**src/rtl/merlin_prefetch_ctrl_pkg.sv**
```systemverilog
// Shared types and helpers for the instruction prefetch controller:
// FSM state encoding, FIFO entry layout and PC arithmetic.
package merlin_prefetch_ctrl_pkg;

  typedef enum logic {
    PFU_FETCH = 1'b0,
    PFU_FAULT = 1'b1
  } pfu_state_e;

  localparam int PFU_FAULT_BIT = 64;
  localparam int PFU_WIDTH     = 65;

  // Sequential fetch steps one 32-bit word; wraps naturally at 2**32.
  function automatic logic [31:0] pfu_pc_inc(input logic [31:0] pc);
    return pc + 32'd4;
  endfunction

  function automatic logic [31:0] pfu_word_align(input logic [31:0] addr);
    return addr & 32'hFFFF_FFFC;
  endfunction

endpackage

```
**src/rtl/merlin_prefetch_ctrl.sv**
```systemverilog
// Sequential instruction prefetcher feeding the instruction buffer FIFO.
// Credit-counts FIFO space and discards stale responses after a jump or fault.
module merlin_prefetch_ctrl
  import merlin_prefetch_ctrl_pkg::*;
#(
  parameter int          C_FIFO_DEPTH_X = 2,
  parameter logic [31:0] C_RESET_VECTOR = 32'h0000_0000
) (
  input  logic                 clk_i,
  input  logic                 reset_i,
  input  logic                 jump_i,
  input  logic [31:0]          jump_addr_i,
  output logic                 ireqvalid_o,
  input  logic                 ireqready_i,
  output logic [31:0]          ireqaddr_o,
  input  logic                 irspvalid_i,
  input  logic                 irsperr_i,
  input  logic [31:0]          irspdata_i,
  output logic                 fifo_flush_o,
  output logic                 fifo_wr_o,
  output logic [PFU_WIDTH-1:0] fifo_din_o,
  input  logic                 fifo_rd_i
);

  localparam int              CW      = C_FIFO_DEPTH_X + 1;
  localparam int              DEPTH_I = 1 << C_FIFO_DEPTH_X;
  localparam logic [CW-1:0]   DEPTH   = CW'(DEPTH_I);

  pfu_state_e    state_q, state_d;
  logic [31:0]   req_pc_q, req_pc_d;
  logic [31:0]   rsp_pc_q, rsp_pc_d;
  logic [CW-1:0] occ_q, occ_d;
  logic [CW-1:0] live_q, live_d;
  logic [CW-1:0] drop_q, drop_d;

  logic [CW:0]   credit_sum;
  logic          credit_ok;
  logic          req_xfer;
  logic          rsp_keep;
  logic          rsp_drop;
  logic          rsp_fault;
  logic          fifo_full;
  logic          rd_eff;
  logic [CW-1:0] live_after;
  logic [31:0]   jump_target;

  always_comb begin
    credit_sum   = {1'b0, occ_q} + {1'b0, live_q};
    credit_ok    = credit_sum < {1'b0, DEPTH};
    ireqvalid_o  = ~reset_i & (state_q == PFU_FETCH) & ~jump_i & credit_ok;
    ireqaddr_o   = req_pc_q;
    req_xfer     = ireqvalid_o & ireqready_i;

    // A response either retires a drop credit or is a kept instruction.
    rsp_keep     = irspvalid_i & ~jump_i & (drop_q == '0);
    rsp_drop     = irspvalid_i & ~jump_i & (drop_q != '0);
    rsp_fault    = rsp_keep & irsperr_i & (state_q == PFU_FETCH);

    fifo_wr_o    = ~reset_i & rsp_keep;
    fifo_flush_o = ~reset_i & jump_i;
    fifo_din_o   = {irsperr_i, rsp_pc_q, irspdata_i};
    fifo_full    = (occ_q == DEPTH);
    rd_eff       = fifo_rd_i & (occ_q != '0);
    jump_target  = pfu_word_align(jump_addr_i);
  end

  always_comb begin
    state_d    = state_q;
    req_pc_d   = req_xfer ? pfu_pc_inc(req_pc_q) : req_pc_q;
    rsp_pc_d   = rsp_keep ? pfu_pc_inc(rsp_pc_q) : rsp_pc_q;
    live_after = live_q + CW'(req_xfer) - CW'(rsp_keep);
    live_d     = live_after;
    drop_d     = drop_q - CW'(rsp_drop);
    occ_d      = occ_q + CW'(fifo_wr_o) - CW'(rd_eff);

    if (jump_i) begin
      // Every outstanding request becomes stale; a response this cycle retires one.
      state_d  = PFU_FETCH;
      drop_d   = drop_q + live_q - CW'(irspvalid_i);
      live_d   = '0;
      occ_d    = '0;
      req_pc_d = jump_target;
      rsp_pc_d = jump_target;
    end else if (rsp_fault) begin
      // Includes a request accepted in this same cycle.
      state_d  = PFU_FAULT;
      drop_d   = drop_q + live_after;
      live_d   = '0;
    end
  end

  always_ff @(posedge clk_i) begin
    if (reset_i) begin
      state_q  <= PFU_FETCH;
      req_pc_q <= C_RESET_VECTOR;
      rsp_pc_q <= C_RESET_VECTOR;
      occ_q    <= '0;
      live_q   <= '0;
      drop_q   <= '0;
    end else begin
      state_q  <= state_d;
      req_pc_q <= req_pc_d;
      rsp_pc_q <= rsp_pc_d;
      occ_q    <= occ_d;
      live_q   <= live_d;
      drop_q   <= drop_d;
    end
  end

  a_no_write_when_full: assert property (@(posedge clk_i) disable iff (reset_i)
    !(fifo_wr_o && fifo_full));

endmodule

```
**config.mk**
```make
export PLATFORM = sky130hd
export DESIGN_NAME = merlin_prefetch_ctrl
export DESIGN_NICKNAME = d
export VERILOG_FILES = /design/src/rtl/merlin_prefetch_ctrl_pkg.sv /design/src/rtl/merlin_prefetch_ctrl.sv
export SDC_FILE = /design/constraint.sdc
export NUM_CORES = 1
export LEC_CHECK = 0
export ABC_AREA = 1
export BUFFER_PORTS_ARGS = -buffer_cell sky130_fd_sc_hd__buf_4
export CAP_MARGIN = 20
export CELL_PAD_IN_SITES_DETAIL_PLACEMENT = 1
export CELL_PAD_IN_SITES_GLOBAL_PLACEMENT = 1
export CORE_MARGIN = 2
export CORE_UTILIZATION = 34
export DETAILED_ROUTE_END_ITERATION = 7
export MAX_ROUTING_LAYER = met4
export PLACE_DENSITY_LB_ADDON = 0.1
export SLEW_MARGIN = 20
export SYNTH_ARGS = -nofsm -noshare
export SYNTH_HDL_FRONTEND = slang
export SYNTH_SLANG_ARGS = --single-unit
```
**constraint.sdc**
```tcl
create_clock -name clk_i -period 3.45 [get_ports clk_i]
set_clock_uncertainty 0.2 [all_clocks]
set_input_delay 0 -clock clk_i [delete_from_list [all_inputs] [get_ports clk_i]]
set_output_delay 0 -clock clk_i [all_outputs]
set_load 0.03 [all_outputs]
```
# Yosys cells after proc, flatten, opt, wreduce, memory -nomap -nowiden
# Index checks and enable logic that the tools add are counted.
[word_totals]
word_cells = 48
input_bits = 71
reg_bits = 74
output_inout_bits = 100
[op_classes]
n_lt_le_gt_ge = 1
reduce_logical = 7
bitwise_logic = 15
addsub = 11
muxes = 6
[ops]
columns = ["cell", "n"]
rows = [
  ["32-bit two-way mux", 4],
  ["32-bit by 3-bit adder with 32-bit output, second input constant", 2],
  ["1-bit AND", 12],
  ["3-bit by 1-bit subtractor with 3-bit output", 4],
  ["3-bit by 1-bit adder with 3-bit output", 2],
  ["3-bit adder", 2],
  ["3-bit two-way mux", 2],
  ["3-bit nonzero test", 2],
  ["3-bit by 3-bit adder with 4-bit output", 1],
  ["4-bit by 3-bit < comparator with 1-bit output, second input constant", 1],
  ["2-bit nonzero test", 2],
  ["3-bit zero test", 1],
  ["1-bit NOT", 3],
  ["3-bit OR reduction", 1],
  ["2-bit OR reduction", 1],
]

# Depth between registers and ports, before layout
[logic_depth]
word_depth = 10
depth_mapped = 19
depth_no_buf = 19

# Worst setup path before layout
# No wires, ideal clock.
[synth_timing]
path_kind = "register -> register"
startpoint = "register live_q[2]"
endpoint = "register drop_q[2]"
slack_ns = 0.102
stages_incl_launch_ff = 19
t_required_ns = 3.180
t_arrival_ns = 3.077
path_buffers = 0
period_less_slack_ns = 3.348
setup_ns = 0.070
path_cell_list = "dfxtp_1 > ha_1 > nor2_1 > nand2_1 > nor2_4 > nand2_4 > ha_1 > inv_1 > ha_1 > inv_1 > fa_1 > nand3_1 > nand2_1 > fa_1 > xor2_1 > inv_1 > nand3_1 > nand3_1 > a21oi_1"
[synth_between]
elab_chain_len = 9
[synth_lines]
columns = ["element", "line", "text"]
rows = [
  ["start: declaration", "merlin_prefetch_ctrl.sv:33", "logic [CW-1:0] live_q, live_d;"],
  ["start signal: assignment", "merlin_prefetch_ctrl.sv:105", "live_q <= live_d;"],
  ["3-bit by 3-bit adder with 4-bit output", "merlin_prefetch_ctrl.sv:48", "credit_sum = {1'b0, occ_q} + {1'b0, live_q};"],
  ["4-bit by 3-bit < comparator with 1-bit output", "merlin_prefetch_ctrl.sv:49", "credit_ok = credit_sum < {1'b0, DEPTH};"],
  ["1-bit AND", "merlin_prefetch_ctrl.sv:50", "ireqvalid_o = ~reset_i & (state_q == PFU_FETCH) & ~jump_i & credit_ok;"],
  ["named net ireqvalid_o", "merlin_prefetch_ctrl.sv:13", "output logic ireqvalid_o,"],
  ["1-bit AND", "merlin_prefetch_ctrl.sv:52", "req_xfer = ireqvalid_o & ireqready_i;"],
  ["3-bit by 1-bit adder with 3-bit output", "merlin_prefetch_ctrl.sv:71", "live_after = live_q + CW'(req_xfer) - CW'(rsp_keep);"],
  ["3-bit by 1-bit subtractor with 3-bit output", "merlin_prefetch_ctrl.sv:71", ""],
  ["3-bit adder", "merlin_prefetch_ctrl.sv:87", "drop_d = drop_q + live_after;"],
  ["3-bit two-way mux", "merlin_prefetch_ctrl.sv:84", "end else if (rsp_fault) begin"],
  ["3-bit two-way mux", "merlin_prefetch_ctrl.sv:76", "if (jump_i) begin"],
  ["end signal: assignment", "merlin_prefetch_ctrl.sv:106", "drop_q <= drop_d;"],
  ["end: declaration", "merlin_prefetch_ctrl.sv:34", "logic [CW-1:0] drop_q, drop_d;"],
]
# The timed path passes the listed nets, and every way through them passes these cells.
# A chain may end at the register's enable or synchronous reset.

# Worst setup path after layout
[layout_timing]
startpoint = "register occ_q[2]"
endpoint = "register drop_q[2]"
[layout_between]
elab_chain_len = 9
[layout_lines]
columns = ["element", "line", "text"]
rows = [
  ["start: declaration", "merlin_prefetch_ctrl.sv:32", "logic [CW-1:0] occ_q, occ_d;"],
  ["start signal: assignment", "merlin_prefetch_ctrl.sv:97", "occ_q <= '0;"],
  ["start signal: assignment", "merlin_prefetch_ctrl.sv:104", "occ_q <= occ_d;"],
  ["3-bit by 3-bit adder with 4-bit output", "merlin_prefetch_ctrl.sv:48", ""],
  ["4-bit by 3-bit < comparator with 1-bit output", "merlin_prefetch_ctrl.sv:49", ""],
  ["1-bit AND", "merlin_prefetch_ctrl.sv:50", ""],
  ["1-bit AND", "merlin_prefetch_ctrl.sv:52", ""],
  ["3-bit by 1-bit adder with 3-bit output", "merlin_prefetch_ctrl.sv:71", ""],
  ["3-bit by 1-bit subtractor with 3-bit output", "merlin_prefetch_ctrl.sv:71", ""],
  ["3-bit adder", "merlin_prefetch_ctrl.sv:87", ""],
  ["3-bit two-way mux", "merlin_prefetch_ctrl.sv:84", ""],
  ["3-bit two-way mux", "merlin_prefetch_ctrl.sv:76", ""],
]
# No other way between the ends.

==> flow_metrics.tcl <==
set metrics [dict create \
    min_to "ireqaddr_o[2]" \
    period_share 0.9543 \
    avgRoutedWirePerCell_um 17.47 \
    dr.first_iter.drc_count 309 \
    async_flop_share 0 \
    stdcell_count 1160 \
    synth.top_cell.area_share 0.2739 \
    die-area_mm2 0.01605 \
    pin_count 171 \
    layout_commonest_cell "nand2_1" \
    io_buffers 100 \
    critical_path.cell_chain "ha_4 > nor2_2 > nand2_1 > nor2_4 > nand2_4 > ha_1 > inv_1 > ha_1 > inv_1 > fa_1 > nand3_1 > nand2_1 > fa_2 > xor2_2 > inv_1 > nand3_1 > nand3_1 > a21oi_2" \
    fin_crit_ps 3292 \
    crit_buf_inv 3 \
    syn_area_per_cell_um2 6.120 \
    finalWirelength_um 20270 \
    r2r_cells 18 \
    whs_ps 5.081 \
    clock-sinks 70 \
    power_mw 2.623 \
    clk_pin_slew_ps 60 \
    critPathMaxFanout 3 \
    ant_nets 0 \
    rr_startpoint "occ_q[2]" \
    clk_latency_ps 350 \
    power_density_mw_per_mm2 385.1 \
    vias_per_cell 5.100 \
    setup_viol 0 \
    diodes 0 \
    p_int_mw 1.651 \
    fmax_mhz 303.7 \
    hold_violations 0 \
    swShare 0.3706 \
    worst_setup_path_start_kind "flip-flop" \
    cp.required_ps 3520 \
    status "complete, no violations" \
    yosys.area.top_type "dfxtp_1" \
    synthTopCellsByArea "dfxtp_1 27%, nand2_1 18%, inv_1 8.1%" \
    root_buffer "clkbuf_16" \
    yosys_warnings 0 \
    dieHeight_um 126.7 \
    r2r_slack_ps 160 \
    syn_to_final_growth_pct 33.14 \
    yosys.cell_types.count 35 \
    power.share.sequential 0.367 \
    crit_arrival_ps 3360 \
    grt_pass1_wl_um 31460 \
    worst_pin_slew_ps 621.9 \
    syn_inst 836 \
    irDropWorstVdd_mv 0.2194 \
    htree_num_levels 3 \
    slew_viol_final 0 \
    dieWidth_um 126.7 \
    power_leakage_nw 2.888 \
    clkPwrFrac 0.339 \
    critical_path_class "reg2reg" \
    slew_headroom 0.5854 \
    r2r_end "drop_q[2]" \
    top_layer "met4" \
    dr_wl_met2_um 10160 \
    wl_met3_um 886 \
    dr_total_vias 5916 \
    hold_path_class "in2reg" \
    place.gp.congestion 0.8472 \
    nets 1058 \
    drive_above_1_share 0.1650 \
    cp_top_family "adder cells" \
    place_inst 1073 \
    syn-cell-area_mm2 0.005116 \
    ys.flop_type "dfxtp_1" \
    grt.overflow.total 0 \
    synth_edf_count 0 \
    grt_max_degree 50 \
    grt_pass1_vias 6016 \
    ys_ff_latch 70 \
    end_kind "flip-flop" \
    hold_start "jump_i" \
    final_util 0.4651 \
    hpwl_um 14770 \
    worstHoldPathCells 3 \
    start_util 0.3494 \
    drcViolationCount 0 \
    wirelength_met1_um 8898 \
    layout_common_cells "239 x nand2_1, 111 x inv_1, 108 x buf_4" \
    clockBufferDepth 2 \
    slowest_stage "fa_1" \
    antenna_found_initial 0 \
    synth_seq_area_share 0.2739 \
    core.rowCount 44 \
    drt_pre_antenna_iters 5 \
    maxCapViolations 0 \
    comb_power_share 0.293 \
    core_mm2 0.01464 \
    cpPeakStageDelay_ps 430 \
    switchingPower_uw 972.1 \
    cts_tree "done" \
    cts_made_buffers 9 \
    grt_use_total 0.2570 \
]
## power groups by stage
stage / sequential [mW] / clock [mW] / combinational [mW]
after detailed placement: 0.977 / 0 / 0.649
after global placement: 0.973 / 0 / 0.625
final: 0.963 / 0.890 / 0.770
after global routing: 0.973 / 0.944 / 0.841
after CTS: 0.960 / 0.905 / 0.757
after floorplan: 1.04 / 0 / 0.407
## cells by family after synthesis
| family | synth area share |
|---|---|
| buf+inv | 0.1594 |
| other cells | 0.0007330 |
| fa+ha+maj | 0.04500 |
| simple gates | 0.3546 |
| compound gates | 0.1286 |
| flops | 0.2739 |
| xor+xnor | 0.03766 |
## synth_stat cells, types with 2 or more instances
cell / number
a21oi_1: 48
nand2_4: 2
buf_2: 3
o211ai_1: 3
dfxtp_1: 70
o21ai_1: 16
inv_2: 4
o21ai_0: 39
nor2_1: 97
a31oi_1: 9
nand2_2: 6
nor2_2: 8
xor2_1: 18
fa_1: 4
buf_6: 3
nand4_1: 3
inv_1: 111
xnor2_1: 4
ha_1: 12
nand3_1: 59
nand2_1: 240
clkbuf_1: 10
nor2_4: 5
buf_4: 39
o22ai_1: 5
nor3_1: 9
## state kept, by name (all words and copies together) (netlist names)
| signal | flops |
|---|---|
| state_q | 1 |
| occ_q | 3 |
| live_q | 3 |
| ireqaddr_o | 30 |
| rsp_pc_q | 30 |
| drop_q | 3 |
## worst min-delay path: cells and delay by family
family                 cells  cell delay, ps
buffers and inverters      1             250
AO/OA/AOI/OAI              1              90
AND/OR/NAND/NOR            1             150
## routing by layer
layer,vias to the layer above,global-route usage
met4,0,0.07111
met5,-,-
met3,27,0.03416
li1,2859,-
met1,2862,0.3165
met2,168,0.4436
## stage by stage
step                worst slack [ps]  instance area (um^2)  setup TNS, ps
global placement               178.6                  5769              0
CTS                            12.65                  6739              0
floorplan                      102.5                  5127              0
detailed placement            0.5920                  5769              0
finish                         157.7                  6812              0
global route                  -62.50                  6812         -62.50
## timing repair
item / 4_1_cts / 5_1_grt
hold buffers: 69 / 0
gates cloned: 0 / 0
resized for setup: 2 / 12
endpoints found under the setup margin: 1 / 1
hold endpoints to repair: 98 / 0
setup buffers: 0 / 2
pin swaps: 0 / 8
## layout make-up
class,instances,area (um^2)
clock buffer,9,225.2
clock inverter,7,51.30
fill,1925,7833
inverter,115,431.7
multi-input combinational,598,2959
sequential,70,1413
tap,184,230.2
timing repair buffer,177,1501
## worst max-delay path by stage
| stage | end | slack (ps) | depth (start not counted) | start |
|---|---|---|---|---|
| 4_1_cts | drop_q[2] | 10 | 18 | occ_q[2] |
| 2_1_floorplan | drop_q[2] | 100 | 18 | live_q[2] |
| 3_5_place_dp | drop_q[2] | 0.6 | 18 | live_q[1] |
| 5_1_grt | drop_q[2] | -60 | 18 | live_q[2] |
| 6_report | drop_q[2] | 160 | 18 | occ_q[2] |
| 3_3_place_gp | drop_q[2] | 180 | 18 | live_q[1] |
(Power assumes the default switching activity.)
